`config.mk`:
```
export PLATFORM = sky130hd
export DESIGN_NAME = arith_ctrl
export DESIGN_NICKNAME = d
export VERILOG_FILES = /design/src/rtl/arith_ctrl_pkg.sv /design/src/rtl/arith_ctrl.sv
export SDC_FILE = /design/constraint.sdc
export NUM_CORES = 1
export LEC_CHECK = 0
export CORE_UTILIZATION = 41
export CTS_CLUSTER_SIZE = 30
export DETAILED_ROUTE_END_ITERATION = 12
export HOLD_SLACK_MARGIN = 0.15
export PLACE_DENSITY = 0.8
export SKIP_LAST_GASP = 1
export SYNTH_ARGS = -nofsm -noshare
export SYNTH_HDL_FRONTEND = slang
export SYNTH_SLANG_ARGS = --single-unit
export TNS_END_PERCENT = 30
```
`constraint.sdc`:
```
create_clock -name CLK -period 2.2 [get_ports CLK]
set_clock_uncertainty 0.05 [all_clocks]
set_input_delay 0.33 -clock CLK [delete_from_list [all_inputs] [get_ports CLK]]
set_output_delay 0.33 -clock CLK [all_outputs]
set_load 0.05 [all_outputs]
```
`src/rtl/arith_ctrl_pkg.sv`:
```
// Shared types, opcode constants and cycle-count helpers for the arith_ctrl sequencer.
package arith_ctrl_pkg;

    typedef enum logic [1:0] {
        IDLE = 2'd0,
        EXEC = 2'd1,
        RESP = 2'd2
    } state_t;

    localparam logic [1:0] FUN_ADD = 2'b00;
    localparam logic [1:0] FUN_SUB = 2'b01;
    localparam logic [1:0] FUN_MUL = 2'b10;
    localparam logic [1:0] FUN_DIV = 2'b11;

    localparam int MUL_CYC_DEF = 2;
    localparam int DIV_CYC_DEF = 4;

    // Wide enough to hold the largest (cycles - 1) load value with headroom.
    function automatic int cnt_w_of(input int mulCyc, input int divCyc);
        return $clog2((mulCyc > divCyc) ? mulCyc : divCyc) + 1;
    endfunction

    localparam int CNT_W = cnt_w_of(MUL_CYC_DEF, DIV_CYC_DEF);

    function automatic int cyc_of(input logic [1:0] fun, input int mulCyc, input int divCyc);
        case (fun)
            FUN_MUL: return mulCyc;
            FUN_DIV: return divCyc;
            default: return 1;
        endcase
    endfunction

endpackage

```
`src/rtl/arith_ctrl.sv`:
```
// Command/response sequencer for the combinational arithmetic unit with per-op settling time.
// Optional ARITH_CTRL_DIVZ_CHECK_EN short-circuits divide-by-zero into an error response.
module arith_ctrl
    import arith_ctrl_pkg::*;
#(
    parameter int WIDTH   = 16,
    parameter int MUL_CYC = MUL_CYC_DEF,
    parameter int DIV_CYC = DIV_CYC_DEF
) (
    input  logic             CLK,
    input  logic             RST,
    input  logic             CMD_VALID,
    output logic             CMD_READY,
    input  logic [1:0]       CMD_FUN,
    input  logic [WIDTH-1:0] CMD_OP_A,
    input  logic [WIDTH-1:0] CMD_OP_B,
    output logic             A_EN,
    output logic [1:0]       ALU_FUN,
    output logic [WIDTH-1:0] ALU_IN1,
    output logic [WIDTH-1:0] ALU_IN2,
    input  logic [WIDTH-1:0] ALU_OUT,
    input  logic             ALU_CARRY,
    input  logic             ALU_FLAG,
    output logic             RES_VALID,
    input  logic             RES_READY,
    output logic [WIDTH-1:0] RES_DATA,
    output logic             RES_CARRY,
    output logic             RES_ERR,
    output logic             BUSY
);

    localparam int CntW = cnt_w_of(MUL_CYC, DIV_CYC);

    state_t           state_q;
    logic [CntW-1:0]  cnt_q;
    logic [CntW-1:0]  cntLoad_d;
    logic [1:0]       fun_q;
    logic [WIDTH-1:0] opA_q;
    logic [WIDTH-1:0] opB_q;
    logic [WIDTH-1:0] resData_q;
    logic             resCarry_q;
    logic             aEn_q;
    logic             resValid_q;
    logic             cmdReady_q;
    logic             busy_q;

    assign cntLoad_d = CntW'(cyc_of(CMD_FUN, MUL_CYC, DIV_CYC) - 1);

`ifdef ARITH_CTRL_DIVZ_CHECK_EN
    logic resErr_q;
    assign RES_ERR = resErr_q;
`else
    assign RES_ERR = 1'b0;
`endif

    // All handshake and enable outputs are registered alongside the state so they never glitch.
    always_ff @(posedge CLK or negedge RST) begin
        if (!RST) begin
            state_q    <= IDLE;
            cnt_q      <= '0;
            fun_q      <= FUN_ADD;
            opA_q      <= '0;
            opB_q      <= '0;
            resData_q  <= '0;
            resCarry_q <= 1'b0;
            aEn_q      <= 1'b0;
            resValid_q <= 1'b0;
            cmdReady_q <= 1'b1;
            busy_q     <= 1'b0;
`ifdef ARITH_CTRL_DIVZ_CHECK_EN
            resErr_q   <= 1'b0;
`endif
        end else begin
            case (state_q)
                IDLE: begin
                    if (CMD_VALID && cmdReady_q) begin
                        fun_q      <= CMD_FUN;
                        opA_q      <= CMD_OP_A;
                        opB_q      <= CMD_OP_B;
                        cmdReady_q <= 1'b0;
                        busy_q     <= 1'b1;
`ifdef ARITH_CTRL_DIVZ_CHECK_EN
                        if (CMD_FUN == FUN_DIV && CMD_OP_B == '0) begin
                            resData_q  <= '1;
                            resCarry_q <= 1'b0;
                            resErr_q   <= 1'b1;
                            resValid_q <= 1'b1;
                            state_q    <= RESP;
                        end else begin
                            resErr_q   <= 1'b0;
                            cnt_q      <= cntLoad_d;
                            aEn_q      <= 1'b1;
                            state_q    <= EXEC;
                        end
`else
                        cnt_q   <= cntLoad_d;
                        aEn_q   <= 1'b1;
                        state_q <= EXEC;
`endif
                    end
                end
                EXEC: begin
                    if (cnt_q == '0) begin
                        resData_q  <= ALU_OUT;
                        resCarry_q <= (fun_q == FUN_ADD) && ALU_CARRY;
                        aEn_q      <= 1'b0;
                        resValid_q <= 1'b1;
                        state_q    <= RESP;
                    end else begin
                        cnt_q <= cnt_q - 1'b1;
                    end
                end
                RESP: begin
                    if (RES_READY) begin
                        resValid_q <= 1'b0;
                        cmdReady_q <= 1'b1;
                        busy_q     <= 1'b0;
                        state_q    <= IDLE;
                    end
                end
                default: begin
                    state_q <= IDLE;
                end
            endcase
        end
    end

    assign CMD_READY = cmdReady_q;
    assign A_EN      = aEn_q;
    assign ALU_FUN   = fun_q;
    assign ALU_IN1   = opA_q;
    assign ALU_IN2   = opB_q;
    assign RES_VALID = resValid_q;
    assign RES_DATA  = resData_q;
    assign RES_CARRY = resCarry_q;
    assign BUSY      = busy_q;

    // The unit must report a valid result whenever it is enabled.
    aluFlagWhileEnabled: assert property (@(posedge CLK) disable iff (!RST) A_EN |-> ALU_FLAG);

endmodule

```
==> summary.md, run 1 <==
| Metric | Value |
|---|---|
| Status | `complete, no violations` |
| CTS buffer count | `9` |
| Final Hold Viols | `0` |
| Gr usage total | `0.175` |
| Net count after synthesis | `217` |
| Vias in the first global route | `1778` |
| Max Clock Freq | `0.480 GHz` |
| Placer congestion estimate | `0.764` |
| CP Capture Type | `primary output` |
| TritonCTS clock tree | `yes` |
| Worst Tran Pin Value | `0.526 ns` |
| FF+latch count, synth | `60` |
| Beginning of the worst hold path | `ALU_IN1[7]` |
| Initial Util | `0.426` |
| Antenna Cells | `0` |
| Finished Core Util | `0.671` |
| Endpoints failing setup | `0` |
| Die height | `77.9 um` |
| Yosys cell types | `25` |
| I/O pin count | `112` |
| Kind of critical path | `register to primary output` |
| RSZ-0062 raised after global routing | `false` |
| Post-CTS sizing | `0` |
| Critical Path, Cell by Cell | `clkdlybuf4s50_1` |
| Initial antenna violation count | `0` |
| Max Slew Vio Count | `0` |
| DRT antenna net count | `0` |
| Worst path max stage delay | `about 0.82 ns` |
| Mean post-synth cell area | `14.8 um2` |
| Setup tns final | `0 ns` |
| Pwr Density | `between 1500 and 2000 nW/um2` |
| Bufs on Longest Clock Path | `2` |
| Slowest cell on the critical path | `clkdlybuf4s50_1` |
| Worst Setup Slack, final | `0.119 ns` |
| Area growth syn-to-layout | `57.5%` |
| Worst-skew pair later-pin latency | `0.32 ns` |
| Largest net degree at the start of global routing | `42` |
| Most used DFF post-synth | `dfrtp_1` |
| Placed Cells | `338` |
| Relative slew margins | `0.648` |
| Most used standard cell by instance count after synthesis | `dfrtp_1` |
| Cells after Synth | `around 160` |
| R2R Path Start | `cnt_q[0]` |
| Dpl hpwl | `3610 um` |
| Post-route insts no fill | `about 350` |
| Layout cells sized above 1 | `0.229` |
| Critical path origin | `CMD_READY` |
| GRT overflow | `0` |
| H-tree Lvls | `3` |
| Global-route wire length before repair | `7930 um` |
| Mapped cell area | `2360 um2` |
| # clock sinks | `60` |
| Leak | `0.00159 uW` |
| Cell Rows | `27` |
| # Max-Cap Violations | `0` |
| DRT Pass-1 Iters | `4` |
| DRC | `0` |
| WL/cell | `~14 um` |
| Post-synth top cells | `dfrtp_1 (59), mux2_2 (44), nor2_1 (8)` |
| WP buf/inv | `1` |
| Die X | `77.9 um` |
| Vias/cell | `4.79` |
| Final net count | `336` |
| Min Tclk post-route | `approximately 2.1 ns` |
| Yosys top cell area share | `0.625` |
| Crit-path max FO | `5` |
| Routed vias | `around 1700` |
| Post-synth EDFFs | `0` |
| Ys async rst share | `1.00` |
| HP Class | `register to register` |
| Fillers | `439` |
| Min Hold Slack | `0.434 ns` |
| Ys Warns | `0` |
| CP delay by family, top | `buffers and inverters` |
| Peak VDD IR | `0.808 mV` |
| Biggest area consumer among synthesized cells | `dfrtp_1` |
| Worst slack, placed | `0.199 ns` |
| Drt total wl | `4850 um` |
| # Post-CTS Setup Buffers | `0` |
| Die area | `6070 um2` |
| Clk slew on worst S/H paths | `0.06 ns` |
| Crit share post-route | `0.946` |
| Root buffer selected by CTS | `clkbuf_8` |
| Crit path launch type | `register` |
| Register area share after synthesis | `0.636` |
| Core area | `5540 um2` |
| Initial DRC Count | `38` |
| Synth top area cells | `dfrtp_1 (63%), mux2_2 (21%), mux2_1 (2.9%), buf_4 (1.3%), nor2_1 (1.3%)` |
| Critical Path AT | `1.70 ns` |
| Worst Path Required | `approximately 1.8 ns` |
| IO buf count | `109` |
==> where the power goes <==
part           total (uW)  internal [uW]  switching [uW]  leakage [uW]
Combinational        3450           1260            2180      0.000774
Clock                 747            391             355     0.0000694
Sequential           1860           1610             246      0.000743
Total                6050           3270            2780       0.00159
==> per-stage QoR <==
stage	cell area (um2)	total power (uW)
2_1_floorplan	2360	4110
6_report	3720	6050
4_1_cts	3720	6120
5_1_grt	3720	6330
3_5_place_dp	3570	5350
3_3_place_gp	3570	5280
==> kinds of logic after synthesis <==
family	count (synthesis)	synth area share
AOI/OAI and AO/OA	14	0.0366
adders and majority gates	2	0.0106
buffers and inverters	14	0.0329
DFF	60	0.636
muxes	51	0.243
other	1	0.00159
and+or+nand+nor	17	0.0392
==> layout by cell type, fill, tap and decap left out <==
cell type / n
clkdlybuf4s50_1: 108
dfrtp_1: 59
mux2_2: 44
clkbuf_8: 9
inv_1: 7
nor2_1: 7
mux2_1: 6
a21oi_1: 4
clkbuf_1: 4
nand3_1: 3
buf_12: 3
nand2b_1: 2
a21o_1: 2
a31oi_1: 2
o21ai_0: 2
o21ai_1: 2
ha_1: 2
buf_4: 2
dfstp_2: 1
nand2b_4: 1
nor3b_4: 1
nor2_2: 1
a31o_2: 1
nand2_1: 1
nor3_1: 1
mux2i_1: 1
a221o_1: 1
conb_1: 1
dlygate4sd3_1: 1
buf_2: 1
==> sequential cells by signal, indices dropped and copies added, names as in the netlist <==
| signal | flops |
|---|---|
| ALU_FUN | 2 |
| ALU_IN1 | 16 |
| ALU_IN2 | 16 |
| A_EN | 1 |
| BUSY | 1 |
| CMD_READY | 1 |
| RES_CARRY | 1 |
| RES_DATA | 16 |
| RES_VALID | 1 |
| cnt_q | 3 |
| state_q | 2 |
==> layout make-up <==
class                           instances  area, um2  area share
Multi-Input combinational cell         85        790       0.212
Clock buffer                           13        139      0.0373
Sequential cell                        60       1500       0.404
Timing Repair Buffer                  115       1170       0.315
Inverter                                7       26.3     0.00707
Tap cell                               72       90.1      0.0242
==> metal layers <==
metal | vias to the layer above | global-route usage | part of all wire
met5 | - | 0 | 0
met3 | 6 | 0.0612 | 0.087
li1 | 786 | - | -
met4 | 0 | 0.102 | 0.013
met1 | 827 | 0.186 | 0.41
met2 | 68 | 0.298 | 0.49
==> path summary, 6_finish.rpt <==
path,to,slack [ns],cells past startpoint
worst min register to register,ALU_IN1[7],0.43,1
min in group asynchronous,ALU_IN1[9],0.45,2
worst max register to register,RES_DATA[12],0.52,6
worst max-delay path,CMD_READY,0.12,1
worst min-delay path,ALU_IN1[7],0.43,1
max in group asynchronous,CMD_READY,1.04,3
==> repair_timing <==
item,CTS,global route
setup endpoints to repair,0,0
hold buffers,1,0
endpoints found under the hold margin,19,0
No activity file was read; power rests on OpenSTA's default activity.
==> run 2, diff against run 1 <==
CORE_ASPECT_RATIO = 2   (was not set)
==> run 2 against run 1 <==
Net effect:
- worst setup slack got worse by 0.00094 ns
- fmax about the same
- register-to-register slack got worse by 0.03 ns
- sequential share of layout area increased by 0.18 points
- final area shrank 0.44%
- sequential power about the same
- utilization increased by 0.59 points
- highest routed layer unchanged
- via count shrank 0.36%
- critical path type unchanged
- largest cell class unchanged
==> summary.md, run 2 (same netlist as run 1, synthesis figures left out) <==
| Metric | Value |
|---|---|
| Status | `complete, no violations` |
| Core area | `5470 um2 (-1.3%)` |
| WP buf/inv | `1 (unchanged)` |
| Slowest cell on the critical path | `clkdlybuf4s50_1` |
| Crit-path max FO | `5 (unchanged)` |
| Routed vias | `1681 (-0.36%)` |
| Final net count | `335 (-0.30%)` |
| Largest net degree at the start of global routing | `38 (-9.5%)` |
| CP delay by family, top | `buffers and inverters` |
| Global-route wire length before repair | `8520 um (+7.5%)` |
| Root buffer selected by CTS | `clkbuf_8` |
| Crit path launch type | `register` |
| Critical Path AT | `1.70 ns (about the same)` |
| GRT overflow | `0 (unchanged)` |
| Max Clock Freq | `0.480 GHz (about the same)` |
| Dpl hpwl | `3950 um (+9.6%)` |
| HP Class | `register to register` |
| RSZ-0062 raised after global routing | `false` |
| Initial DRC Count | `44 (+16%)` |
| Peak VDD IR | `1.11 mV (+37%)` |
| IO buf count | `109 (unchanged)` |
| H-tree Lvls | `3 (unchanged)` |
| Met1 wire length | `1890 um (-4.1%)` |
| Setup tns final | `0 ns (unchanged)` |
| Kind of critical path | `register to primary output` |
| Most frequent cells in the layout | `clkdlybuf4s50_1 (108), dfrtp_1 (59), mux2_2 (44)` |
| Die height | `109 um (+40%)` |
| CTS buffer count | `9 (unchanged)` |
| Crit share post-route | `0.946 (about the same)` |
| Post-CTS sizing | `0 (unchanged)` |
| Die area | `6080 um2 (+0.30%)` |
| I/O pin count | `112 (unchanged)` |
| Final Hold Viols | `0 (unchanged)` |
| Initial antenna violation count | `0 (unchanged)` |
| Worst Setup Slack, final | `0.118 ns (-0.000936 ns)` |
| Max Slew Vio Count | `0 (unchanged)` |
| Gr usage total | `0.193 (+0.0186)` |
| Vias/cell | `4.92 (+2.6%)` |
| Worst slack, placed | `0.220 ns (+0.0211 ns)` |
| Fillers | `412 (-6.2%)` |
| Worst path max stage delay | `0.81 ns (about the same)` |
| Most common cell after layout, fill and taps aside | `clkdlybuf4s50_1` |
| Layout cells sized above 1 | `0.223 (-0.00517)` |
| Bufs on Longest Clock Path | `2 (unchanged)` |
| Area growth syn-to-layout | `56.8%` |
| Antenna Cells | `0 (unchanged)` |
| Relative slew margins | `0.627 (-0.0214)` |
| DRT Pass-1 Iters | `4 (unchanged)` |
| Critical Path, Cell by Cell | `clkdlybuf4s50_1` |
| Worst Path Required | `1.82 ns (about the same)` |
| DRC | `0 (unchanged)` |
| Die X | `55.7 um (-29%)` |
| Met3 wire len | `202 um (-52%)` |
| Initial Util | `0.432 (+0.00566)` |
| Clk slew on worst S/H paths | `0.06 ns (about the same)` |
| # clock sinks | `60 (unchanged)` |
| Top routing layer in use | `met4` |
| CP Capture Type | `primary output` |
| Vias in the first global route | `1762 (-0.90%)` |
| Metal2 WL | `3170 um (+33%)` |
| Worst-skew pair later-pin latency | `0.32 ns (about the same)` |
| Tot Pwr | `6150 uW (+1.6%)` |
| Min Tclk post-route | `2.08 ns (+0.000936 ns)` |
| Placer congestion estimate | `0.747 (-2.2%)` |
| Drt total wl | `5380 um (+11%)` |
| Cell Rows | `38 (+41%)` |
| Pwr Density | `1660 nW/um2 (+2.0%)` |
| Leak | `0.00159 uW (+0.11%)` |
| DRT antenna net count | `0 (unchanged)` |
| WL/cell | `15.7 um (+14%)` |
| TritonCTS clock tree | `yes` |
| # Max-Cap Violations | `0 (unchanged)` |
| Finished Core Util | `0.677 (+0.00593)` |
| Endpoints failing setup | `0 (unchanged)` |
| Worst Tran Pin Value | `0.560 ns (+0.0338 ns)` |
-- run 2: cell count changes in the layout (fill, tap and decap cells not counted), sizes merged --
cell,delta
buf,-1
clkbuf,+3
-- run 2: worst paths after layout --
path	start	to	slack (ns)	cells after the start
setup reg to reg	cnt_q[0]	RES_DATA[2]	0.49	6
hold / removal	BUSY	BUSY	0.43	1
max in group asynchronous	RST	CMD_READY	0.95	3
hold reg to reg	BUSY	BUSY	0.43	1
min in group asynchronous	RST	ALU_IN1[11]	0.48	2
setup / recovery	CMD_READY	CMD_READY	0.12	1
-- run 2: through the flow --
step | cell area [um2] | instances | hold WS [ns]
3_3_place_gp | 3530 | 325 | 0.307
5_1_grt | 3700 | 342 | 0.448
2_1_floorplan | 2360 | 159 | -0.0156
3_5_place_dp | 3530 | 325 | 0.306
6_report | 3700 | 342 | 0.429
4_1_cts | 3700 | 342 | 0.435
-- run 2: per-layer routing --
layer  vias to the layer above  global-route usage
met2                        54               0.352
met3                         8              0.0600
met4                         0               0.120
li1                        785                   -
met1                       834               0.187
met5                         -                   0
-- run 2: cell type report --
| type | count | area, um2 | share of cell area |
|---|---|---|---|
| sequential | 60 | 1500 | 0.406 |
| inverter | 7 | 26.3 | 0.00710 |
| clock buffer | 16 | 160 | 0.0433 |
| tap | 60 | 75.1 | 0.0203 |
| multi-input combinational | 85 | 787 | 0.213 |
| timing repair buffer | 114 | 1150 | 0.311 |
-- run 2: what timing repair did --
action	CTS	global route
buffers inserted	0	0
hold endpoints to repair	23	0
hold buffers	1	0
-- run 2: where the power goes --
part | total (uW) | switching, uW | leakage [uW] | internal (uW)
sequential | 1860 | 251 | 0.000743 | 1610
clock | 823 | 380 | 0.0000790 | 443
combinational | 3460 | 2200 | 0.000766 | 1260
total | 6150 | 2830 | 0.00159 | 3320
